[src/rtl/fifo_pkg.sv]
// fifo_pkg
// Shared constants and helpers for the asynchronous FIFO and its read-side
// consumer.
//   DATA_WIDTH_DEF : default FIFO word / stream data width
//   ADDR_WIDTH_DEF : default FIFO address width (storage depth = 2**ADDR_WIDTH_DEF)
//   clog2()        : ceil(log2(n)), returns 0 for n <= 1
package fifo_pkg;

    localparam int DATA_WIDTH_DEF = 8;
    localparam int ADDR_WIDTH_DEF = 4;

    function automatic int clog2(input int n);
        int r;
        int v;
        r = 0;
        v = n - 1;
        while (v > 0) begin
            r = r + 1;
            v = v >> 1;
        end
        return r;
    endfunction

endpackage

[src/rtl/fifo_rd_stream_if.sv]
// fifo_rd_stream_if
// Groups the FIFO first-word-fall-through read port and the valid/ready output
// stream of the read-side consumer.
//   fifo_empty, fifo_rd_data : FIFO head status and word (into the consumer)
//   fifo_rd_en               : pop strobe (out of the consumer)
//   m_valid, m_data, m_last  : output stream (out of the consumer)
//   m_ready                  : downstream accept (into the consumer)
// Modport master is the consumer side, slave is the FIFO plus downstream side.
interface fifo_rd_stream_if
    import fifo_pkg::*;
#(
    parameter int DATA_WIDTH = DATA_WIDTH_DEF
) ();

    logic                  fifo_empty;
    logic [DATA_WIDTH-1:0] fifo_rd_data;
    logic                  fifo_rd_en;
    logic                  m_valid;
    logic                  m_ready;
    logic [DATA_WIDTH-1:0] m_data;
    logic                  m_last;

    modport master (
        input  fifo_empty,
        input  fifo_rd_data,
        output fifo_rd_en,
        output m_valid,
        input  m_ready,
        output m_data,
        output m_last
    );

    modport slave (
        output fifo_empty,
        output fifo_rd_data,
        input  fifo_rd_en,
        input  m_valid,
        output m_ready,
        input  m_data,
        input  m_last
    );

endinterface

[src/rtl/fifo_rd_stream_skid.sv]
// rd_skid_buffer
// Two-entry buffer: a head register that drives the output stream and a skid
// register that catches a pop landing while the head is still held.
//   clk, rst    : clock, asynchronous active-high reset
//   i_push      : store i_push_data this edge (never asserted at occupancy 2)
//   i_push_data : word to store
//   i_pop       : head consumed this edge (never asserted at occupancy 0)
//   o_head      : head word
//   o_occ       : occupancy 0..2
module rd_skid_buffer
    import fifo_pkg::*;
#(
    parameter int DATA_WIDTH = DATA_WIDTH_DEF
) (
    input  logic                  clk,
    input  logic                  rst,
    input  logic                  i_push,
    input  logic [DATA_WIDTH-1:0] i_push_data,
    input  logic                  i_pop,
    output logic [DATA_WIDTH-1:0] o_head,
    output logic [1:0]            o_occ
);

    logic [DATA_WIDTH-1:0] r_head;
    logic [DATA_WIDTH-1:0] r_skid;
    logic [1:0]            r_occ;

    always_ff @(posedge clk or posedge rst) begin
        if (rst) begin
            r_head <= '0;
            r_skid <= '0;
            r_occ  <= 2'd0;
        end else begin
            case ({i_push, i_pop})
                2'b10: begin
                    if (r_occ == 2'd0) begin
                        r_head <= i_push_data;
                        r_occ  <= 2'd1;
                    end else begin
                        r_skid <= i_push_data;
                        r_occ  <= 2'd2;
                    end
                end
                2'b01: begin
                    if (r_occ == 2'd2) begin
                        r_head <= r_skid;
                        r_occ  <= 2'd1;
                    end else begin
                        r_occ  <= 2'd0;
                    end
                end
                2'b11: begin
                    // Occupancy is unchanged; the older skid word must reach
                    // the head before the new word to keep FIFO order.
                    if (r_occ == 2'd2) begin
                        r_head <= r_skid;
                        r_skid <= i_push_data;
                    end else begin
                        r_head <= i_push_data;
                    end
                end
                default: ;
            endcase
        end
    end

    assign o_head = r_head;
    assign o_occ  = r_occ;

endmodule

[src/rtl/fifo_rd_stream.sv]
// fifo_rd_stream
// Read-side consumer of the asynchronous FIFO. Pops words through the
// first-word-fall-through port into a 2-entry skid buffer, presents them as a
// valid/ready stream and marks the last beat of each fixed-length burst.
//   rd_clk   : read-domain clock
//   rd_rst   : asynchronous active-high reset
//   enable   : permits popping; buffered words drain regardless
//   buf_occ  : skid buffer occupancy 0..2
//   bus      : FIFO read port and output stream (master side)
module fifo_rd_stream
    import fifo_pkg::*;
#(
    parameter int DATA_WIDTH = DATA_WIDTH_DEF,
    parameter int BURST_LEN  = 4
) (
    input  logic             rd_clk,
    input  logic             rd_rst,
    input  logic             enable,
    output logic [1:0]       buf_occ,
    fifo_rd_stream_if.master bus
);

    localparam int CNT_W = (clog2(BURST_LEN) < 1) ? 1 : clog2(BURST_LEN);
    localparam logic [CNT_W-1:0] LAST_BEAT = CNT_W'(BURST_LEN - 1);

    logic                  w_pop;
    logic                  w_xfer;
    logic [1:0]            w_occ;
    logic [DATA_WIDTH-1:0] w_head;
    logic [CNT_W-1:0]      r_beat_cnt;

    // Registered occupancy only: no combinational path from m_ready to the
    // pop strobe. rd_rst is included so no pop is signalled during reset.
    assign w_pop  = enable & ~bus.fifo_empty & (w_occ < 2'd2) & ~rd_rst;
    assign w_xfer = bus.m_valid & bus.m_ready;

    rd_skid_buffer #(
        .DATA_WIDTH (DATA_WIDTH)
    ) u_skid (
        .clk         (rd_clk),
        .rst         (rd_rst),
        .i_push      (w_pop),
        .i_push_data (bus.fifo_rd_data),
        .i_pop       (w_xfer),
        .o_head      (w_head),
        .o_occ       (w_occ)
    );

    // Beat count survives enable gaps; only reset restarts a burst.
    always_ff @(posedge rd_clk or posedge rd_rst) begin
        if (rd_rst) begin
            r_beat_cnt <= '0;
        end else if (w_xfer) begin
            if (r_beat_cnt == LAST_BEAT) begin
                r_beat_cnt <= '0;
            end else begin
                r_beat_cnt <= r_beat_cnt + 1'b1;
            end
        end
    end

    assign bus.fifo_rd_en = w_pop;
    assign bus.m_valid    = (w_occ != 2'd0);
    assign bus.m_data     = w_head;
    assign bus.m_last     = bus.m_valid & (r_beat_cnt == LAST_BEAT);
    assign buf_occ        = w_occ;

endmodule
[src/flat_wrapper.sv]
// flat-port wrapper written by rule: the top's interface ports become plain ports
module fifo_rd_stream_flat import fifo_pkg::*;
#(
    parameter int DATA_WIDTH = DATA_WIDTH_DEF,
    parameter int BURST_LEN  = 4
)
  (rd_clk, rd_rst, enable, buf_occ, bus_fifo_empty, bus_fifo_rd_data, bus_fifo_rd_en, bus_m_valid, bus_m_ready, bus_m_data, bus_m_last);
  fifo_rd_stream_if #(.DATA_WIDTH(DATA_WIDTH)) bus_i ();
  input  logic rd_clk;
  input  logic rd_rst;
  input  logic enable;
  output logic [1:0] buf_occ;
  input wire logic [$bits(bus_i.fifo_empty)-1:0] bus_fifo_empty;
  input wire logic [$bits(bus_i.fifo_rd_data)-1:0] bus_fifo_rd_data;
  output wire logic [$bits(bus_i.fifo_rd_en)-1:0] bus_fifo_rd_en;
  output wire logic [$bits(bus_i.m_valid)-1:0] bus_m_valid;
  input wire logic [$bits(bus_i.m_ready)-1:0] bus_m_ready;
  output wire logic [$bits(bus_i.m_data)-1:0] bus_m_data;
  output wire logic [$bits(bus_i.m_last)-1:0] bus_m_last;
  assign bus_i.fifo_empty = bus_fifo_empty;
  assign bus_i.fifo_rd_data = bus_fifo_rd_data;
  assign bus_fifo_rd_en = bus_i.fifo_rd_en;
  assign bus_m_valid = bus_i.m_valid;
  assign bus_i.m_ready = bus_m_ready;
  assign bus_m_data = bus_i.m_data;
  assign bus_m_last = bus_i.m_last;
  fifo_rd_stream #(.DATA_WIDTH(DATA_WIDTH), .BURST_LEN(BURST_LEN)) u_core (.rd_clk(rd_clk), .rd_rst(rd_rst), .enable(enable), .buf_occ(buf_occ), .bus(bus_i));
endmodule
[config.mk]
export PLATFORM = sky130hd
export DESIGN_NAME = fifo_rd_stream_flat
export DESIGN_NICKNAME = d
export VERILOG_FILES = /design/src/rtl/fifo_pkg.sv /design/src/rtl/fifo_rd_stream_if.sv /design/src/rtl/fifo_rd_stream_skid.sv /design/src/rtl/fifo_rd_stream.sv /design/src/flat_wrapper.sv
export SDC_FILE = /design/constraint.sdc
export NUM_CORES = 1
export LEC_CHECK = 0
export ABC_CLOCK_PERIOD_IN_PS = 3540
export CAP_MARGIN = 30
export CORE_UTILIZATION = 50
export CTS_BUF_LIST = sky130_fd_sc_hd__clkbuf_8
export DETAILED_ROUTE_END_ITERATION = 16
export PLACE_DENSITY_LB_ADDON = 0.3
export SKIP_LAST_GASP = 1
export SLEW_MARGIN = 40
export SYNTH_ARGS = -nofsm -noshare
export SYNTH_HDL_FRONTEND = slang
export SYNTH_HIERARCHICAL = 1
export SYNTH_SLANG_ARGS = --single-unit
[constraint.sdc]
create_clock -name rd_clk -period 3.54 [get_ports rd_clk]
set_clock_uncertainty 0.1 [all_clocks]
set_input_delay 0.354 -clock rd_clk [delete_from_list [all_inputs] [get_ports rd_clk]]
set_output_delay 0.354 -clock rd_clk [all_outputs]
set_load 0.01 [all_outputs]
; ---- Yosys cells after proc, flatten, opt, wreduce, memory -nomap -nowiden
; Index checks and enable logic that the tools add are counted.
[classes]
bitwise_logic = 7
reduce_logical = 7
mux = 11
add_sub_neg = 1
eq_ne = 9
n_div = 0
shifts = 0
order_cmp = 1
mul = 0
[op_table]
columns = cell, n
row1 = 8-bit 2-to-1 mux, 5
row2 = 8-bit case mux with 3 select lines, 1
row3 = 8-bit case mux with 2 select lines, 1
row4 = "2-bit == test, second input constant", 4
row5 = "2-bit inequality test, second input constant", 4
row6 = 3-bit AND reduction, 2
row7 = 2-bit nonzero test, 3
row8 = 1-bit bitwise AND, 5
row9 = 2-bit 2-to-1 mux, 2
row10 = 2-bit case mux with 2 select lines, 1
row11 = 3-bit nonzero test, 1
row12 = "2-bit by 1-bit adder with 2-bit output, second input constant", 1
row13 = "2-bit by 1-bit == test with 1-bit output, second input constant", 1
row14 = 2-bit zero test, 1
row15 = "2-bit less-than comparator, second input constant", 1
row16 = 1-bit NOT, 2
row17 = 1-bit 2-to-1 mux, 1
[totals]
latchBits = 0
word_cells = 40
out_inout_bits = 13
regBits = 20
ramBits = 0
memories = 0
mem_bits_ro = 0

; ---- Depth between registers and ports, before layout
[logic_depth]
ltp_word = 7
ltp_mapped = 8
mapped_depth_nobuf = 7

; ---- Modules after synthesis
; The synthesis kept the hierarchy.
[by_module_without_submodules]
columns = mod, seq_area_each_um2, cells_per_inst, instances, area_each_um2
row1 = rd_skid_buffer, 450.4, 94, 1, 1034.7
row2 = fifo_rd_stream, 50.0, 12, 1, 126.4

; ---- Worst setup path after synthesis
; No wires, ideal clock.
[synth_path]
path_type = register to register
startpoint = register u_core.u_skid.r_occ[1], in the netlist u_core/u_skid/o_occ[1]
endpoint = register u_core.u_skid.r_head[0], in the netlist u_core/u_skid/o_head[0]
n_path_buf = 1
path_stages_with_launch = 8
arrival_time_ps = 2558
setup_time_ps = 125
slack_ps = 757
path_cell_list = dfrtp_1 nor4b_1 inv_1 ha_1 nor4b_1 or3_1 buf_6 mux2_4
[synth_between]
elab_chain_len = 6
[synth_lines]
columns = item, line_no
row1 = start: declaration, fifo_rd_stream_skid.sv:26  ; logic [1:0] r_occ;
row2 = start signal: assignment, fifo_rd_stream_skid.sv:32  ; r_occ <= 2'd0;
row3 = start signal: assignment, fifo_rd_stream_skid.sv:38  ; r_occ <= 2'd1;
row4 = start signal: assignment, fifo_rd_stream_skid.sv:41  ; r_occ <= 2'd2;
row5 = 2-bit less-than comparator (*), fifo_rd_stream.sv:34  ; assign w_pop = enable & ~bus.fifo_empty & (w_occ < 2'd2) & ~rd_rst;
row6 = 1-bit bitwise AND (*) (2 in series), fifo_rd_stream.sv:34
row7 = named net bus_fifo_rd_en, flat_wrapper.sv:15  ; output wire logic [$bits(bus_i.fifo_rd_en)-1:0] bus_fifo_rd_en;
row8 = 2-bit by 1-bit == test with 1-bit output / 2-bit == test (equally long branches), fifo_rd_stream_skid.sv:34  ; case ({i_push, i_pop})
row9 = 2-bit inequality test (no line) / 3-bit nonzero test (equally long branches), -
row10 = 3-bit AND reduction (no line), -
row11 = end signal: assignment, fifo_rd_stream_skid.sv:37  ; r_head <= i_push_data;
row12 = end signal: assignment, fifo_rd_stream_skid.sv:46  ; r_head <= r_skid;
row13 = end signal: assignment, fifo_rd_stream_skid.sv:56  ; r_head <= r_skid;
row14 = end: declaration, fifo_rd_stream_skid.sv:24  ; logic [DATA_WIDTH-1:0] r_head;
; The timed path passes the listed nets; every way through them passes the cells marked *.
; A chain may end at the register's enable or synchronous reset.

; ---- Worst setup path after layout
[layout_path]
startpoint = input rd_rst
endpoint = register u_core.u_skid.r_head[3], in the netlist u_core/u_skid/o_head[3]
[layout_between]
elab_chain_len = 5
[layout_lines]
columns = item, line_no
row1 = start: declaration, flat_wrapper.sv:10  ; input logic rd_rst;
row2 = 1-bit NOT (*), fifo_rd_stream.sv:34
row3 = 1-bit bitwise AND (*), fifo_rd_stream.sv:34
row4 = 2-bit by 1-bit == test with 1-bit output / 2-bit == test (equally long branches), fifo_rd_stream_skid.sv:34
row5 = 2-bit inequality test (no line) / 3-bit nonzero test (equally long branches), -
row6 = 3-bit AND reduction (no line), -
; Every way passes the cells marked *; elsewhere a longest branch is shown, timed or not.

==> metrics.md <==
| Metric | Value |
|---|---|
| Starting DRC count in detailed routing | 20 |
| Post-DR wirelength/cell | 15.92 um |
| WP data arrival | 3110 ps |
| Clock sink total | 20 |
| Number of I/O pins | 26 |
| CTS root buf | clkbuf_8 |
| P_leak | 0.6466 nW |
| Max cap viols | 0 |
| Pwr Density | 827.0 mW/mm^2 |
| Final setup fails | 0 |
| Worst path bufs/invs | 3 |
| CTS Buffer Depth | 2 |
| Post-synthesis sequential area ratio | 43.10% |
| Initial antenna violation count | 0 |
| Final WL | 2563 um |
| Status | complete, no violations |
| Core ar. | 0.002191 mm^2 |
| Fin crit share | 86.66% |
| Initial cell density of the core | 53.00% |
| Yosys reg bits | 20 |
| Met3 usage | 3.030% |
| Share of the synthesized area in the top cell type | 43.10% |
| Syn-to-layout area delta | 30.28% |
| Worst-Skew Late Latency | 250 ps |
| Hold WC Path Type | in -> async |
| Synth area leaders | dfrtp_1 (43%), mux2_2 (7.8%), mux2_4 (7.8%), nand4b_1 (4.5%), o311ai_0 (4.5%) |
| Global-route wire length before repair | 4188 um |
| F_max | 326.0 MHz |
| EDFF count, synth | 0 |
| Mapped Cells | 106 |
| Buffers on Ports | 25 |
| Die Ht | 50.19 um |
| Final GP Congestion | 0.7919 |
| Vias in the first global route | 908 |
| Largest family of logic cells by synthesized area | multiplexers |
| CP Cell Sequence | clkdlybuf4s50_1 > nor4b_1 > buf_4 > inv_1 > ha_1 > nor4b_1 > or3_1 > mux2_4 |
| Syn_area_per_cell | 10.95 um^2 |
| Hold Violations, Final | 0 |
| YS warnings | 6 |
| Synth cell count leaders | dfrtp_1 (20), inv_1 (12), mux2_2 (8), nand2_1 (8) |
| Post-DR vias/cell | 5.894 |
| Detail Placement HPWL | 1810 um |
| Mapped Area | 0.001161 mm^2 |
| Global route hottest layer | met2 |
| Net Count, Synth | 123 |
| Largest net degree at the start of global routing | 19 |
| Largest area contributor in the netlist | dfrtp_1 |
| Worst Tran Pin Value | 690.5 ps |
| Design area | 0.001513 mm^2 |
| Gr ovfl total | 0 |
| Post-layout minimum cycle time | 3068 ps |
| Row count | 17 |
| Met1 usage | 26.72% |
| GRT Util Overall | 22.65% |
| Most common cell in the netlist | dfrtp_1 |
| Crit end category | flop |
| Post-CTS Setup Bufs | 0 |
| Router iterations before antenna repair | 4 |
| Setup TNS | 0 ps |
| Slowest cell on crit path | nor4b_1 |
| Max incr delay on CP | 500 ps |
| Unique cell type count in the Yosys netlist | 30 |
| CP Class | in -> reg |
| Met2 Resource Use GR | 39.56% |
| Share of layout cells above drive strength 1 | 17.29% |
| Cell mode on critical path | nor4b_1 |
| Drc violations | 0 |
| Worst setup SP type | primary input |
| CTS tree | done |
| Die Span X | 50.19 um |
| Max-slew violations | 0 |
| CP Max Fanout | 15 |
| Nets | 151 |
| Num CTS Buffers | 3 |
| Post-Synth Simple-Gate Area | 16.70% |
| Post-synth top flop | dfrtp_1 |
| Dpl ws | 245.6 ps |
| Gates resized, CTS repair | 0 |
| Adder-cell share of the synthesized area | 4.310% |
| CTS Hold Buffers Added | 0 |
| Die area | 0.002519 mm^2 |
| Kind of cell adding the most delay to the critical path | simple AND/OR/NAND/NOR gates |
| Post-synthesis mux area share | 17.46% |
| Worst ir drop on vdd | 0.4409 mV |
| Antenna-violating nets left | 0 |
| Async set or reset register ratio after synthesis | 100.0% |
| RSZ-0062 raised after global routing | no |
| Clk slew on worst S/H paths | 70 ps |
| Final Core Density | 69.05% |
| Final worst slack | 472.1 ps |
| Area post-placement | 0.001441 mm^2 |
| Compound-Gate Fraction of Synth Area | 11.42% |
| Inserted Diodes | 0 |
| Max-slew headroom | 53.91% |
| Crit path required time | 3580 ps |
| Htree depth | 1 |
| Synth Area in XOR/XNOR | 0.7543% |
| DR vias | 949 |
## cells by family (layout without fill, tap and decap cells)
logic type,after synthesis,count (layout)
flops,20,20
xor+xnor,1,1
fa+ha+maj,4,4
simple gates,31,31
compound gates,17,17
mux,16,16
buf+inv,17,44
## worst register-to-register path: cells and delay by family (launching register included)
family,cells,cell delay [ps]
mux,1,350
compound gates,1,130
buf+inv,1,120
fa+ha+maj,1,500
simple gates,2,1050
flops,1,660
## power by group
part	total (W)	internal [W]	leakage (nW)	switching (W)
logic	0.000580	0.000333	0.370	0.000247
clock network	0.000227	0.000151	0.0357	0.0000760
registers	0.000444	0.000343	0.241	0.000101
total	0.00125	0.000827	0.647	0.000424
## final cells by class
| type | count | area (um^2) |
|---|---|---|
| clock buffers | 3 | 41.29 |
| clock inverters | 1 | 30.03 |
| fillers | 162 | 678.2 |
| inverters | 12 | 45.04 |
| multi-input cells | 69 | 588.1 |
| flip-flops and latches | 20 | 500.5 |
| well taps | 28 | 35.03 |
| repair buffers | 28 | 272.8 |
## metal layers
layer | up-vias | wire [um]
met5 | - | 0
met2 | 33 | 1371
met1 | 462 | 1041
met3 | 12 | 81
li1 | 442 | -
met4 | 0 | 68
## state kept, by name (all words and copies together) (netlist names)
register and cells:
u_core/u_skid/r_skid 8, u_core/u_skid/o_head 8, u_core/r_beat_cnt 2, u_core/u_skid/o_occ 2
## cells in the final DEF (no fill, tap or decap)
cell type        synthesis  routed
a32oi_1                  4       4
inv_1                   12      12
mux2_1                   2       2
nor4b_1                  2       2
nand4b_1                 6       6
a31oi_1                  2       2
nor2_1                   3       3
mux2_4                   6       6
nor2b_1                  2       2
clkdlybuf4s50_1          0      25
o21ai_0                  1       1
xnor2_1                  1       1
or2_1                    1       1
nor3b_1                  1       1
dfrtp_1                 20      20
and2_1                   1       1
a21oi_2                  1       1
buf_4                    0       3
and3b_1                  1       1
nand2b_1                 2       2
ha_1                     4       4
or3_1                    1       1
o21ai_2                  1       1
clkbuf_8                 0       3
o311ai_0                 6       6
nor4_1                   2       2
nand2_1                  8       8
nor4bb_1                 1       1
a21oi_1                  2       2
mux2_2                   8       8
bufinv_16                0       1
## through the flow
step	std cells	hold slack, ps	power, W
6_report	161	237.1	0.001251
5_1_grt	161	249.2	0.001329
4_1_cts	161	242.1	0.001257
3_5_place_dp	157	396.4	0.001023
3_3_place_gp	157	379.1	0.0009904
2_1_floorplan	106	-4.815	0.0007883
## final timing paths
kind	startpoint	to	slack, ps	cells past startpoint
max in group asynchronous	rd_rst	u_core/u_skid/o_occ[1]$_DFFE_PP0P_	2410	2
min	rd_rst	u_core/r_beat_cnt[0]$_DFFE_PP0P_	240	2
max reg2reg	u_core/u_skid/o_occ[0]$_DFFE_PP0P_	u_core/u_skid/o_head[3]$_DFFE_PP0P_	510	6
min reg2reg	u_core/u_skid/o_head[4]$_DFFE_PP0P_	u_core/u_skid/o_head[4]$_DFFE_PP0P_	420	1
min in group rd_clk	u_core/u_skid/o_head[4]$_DFFE_PP0P_	u_core/u_skid/o_head[4]$_DFFE_PP0P_	420	1
max	rd_rst	u_core/u_skid/o_head[3]$_DFFE_PP0P_	470	8
Power figures use the tool's default switching activity.
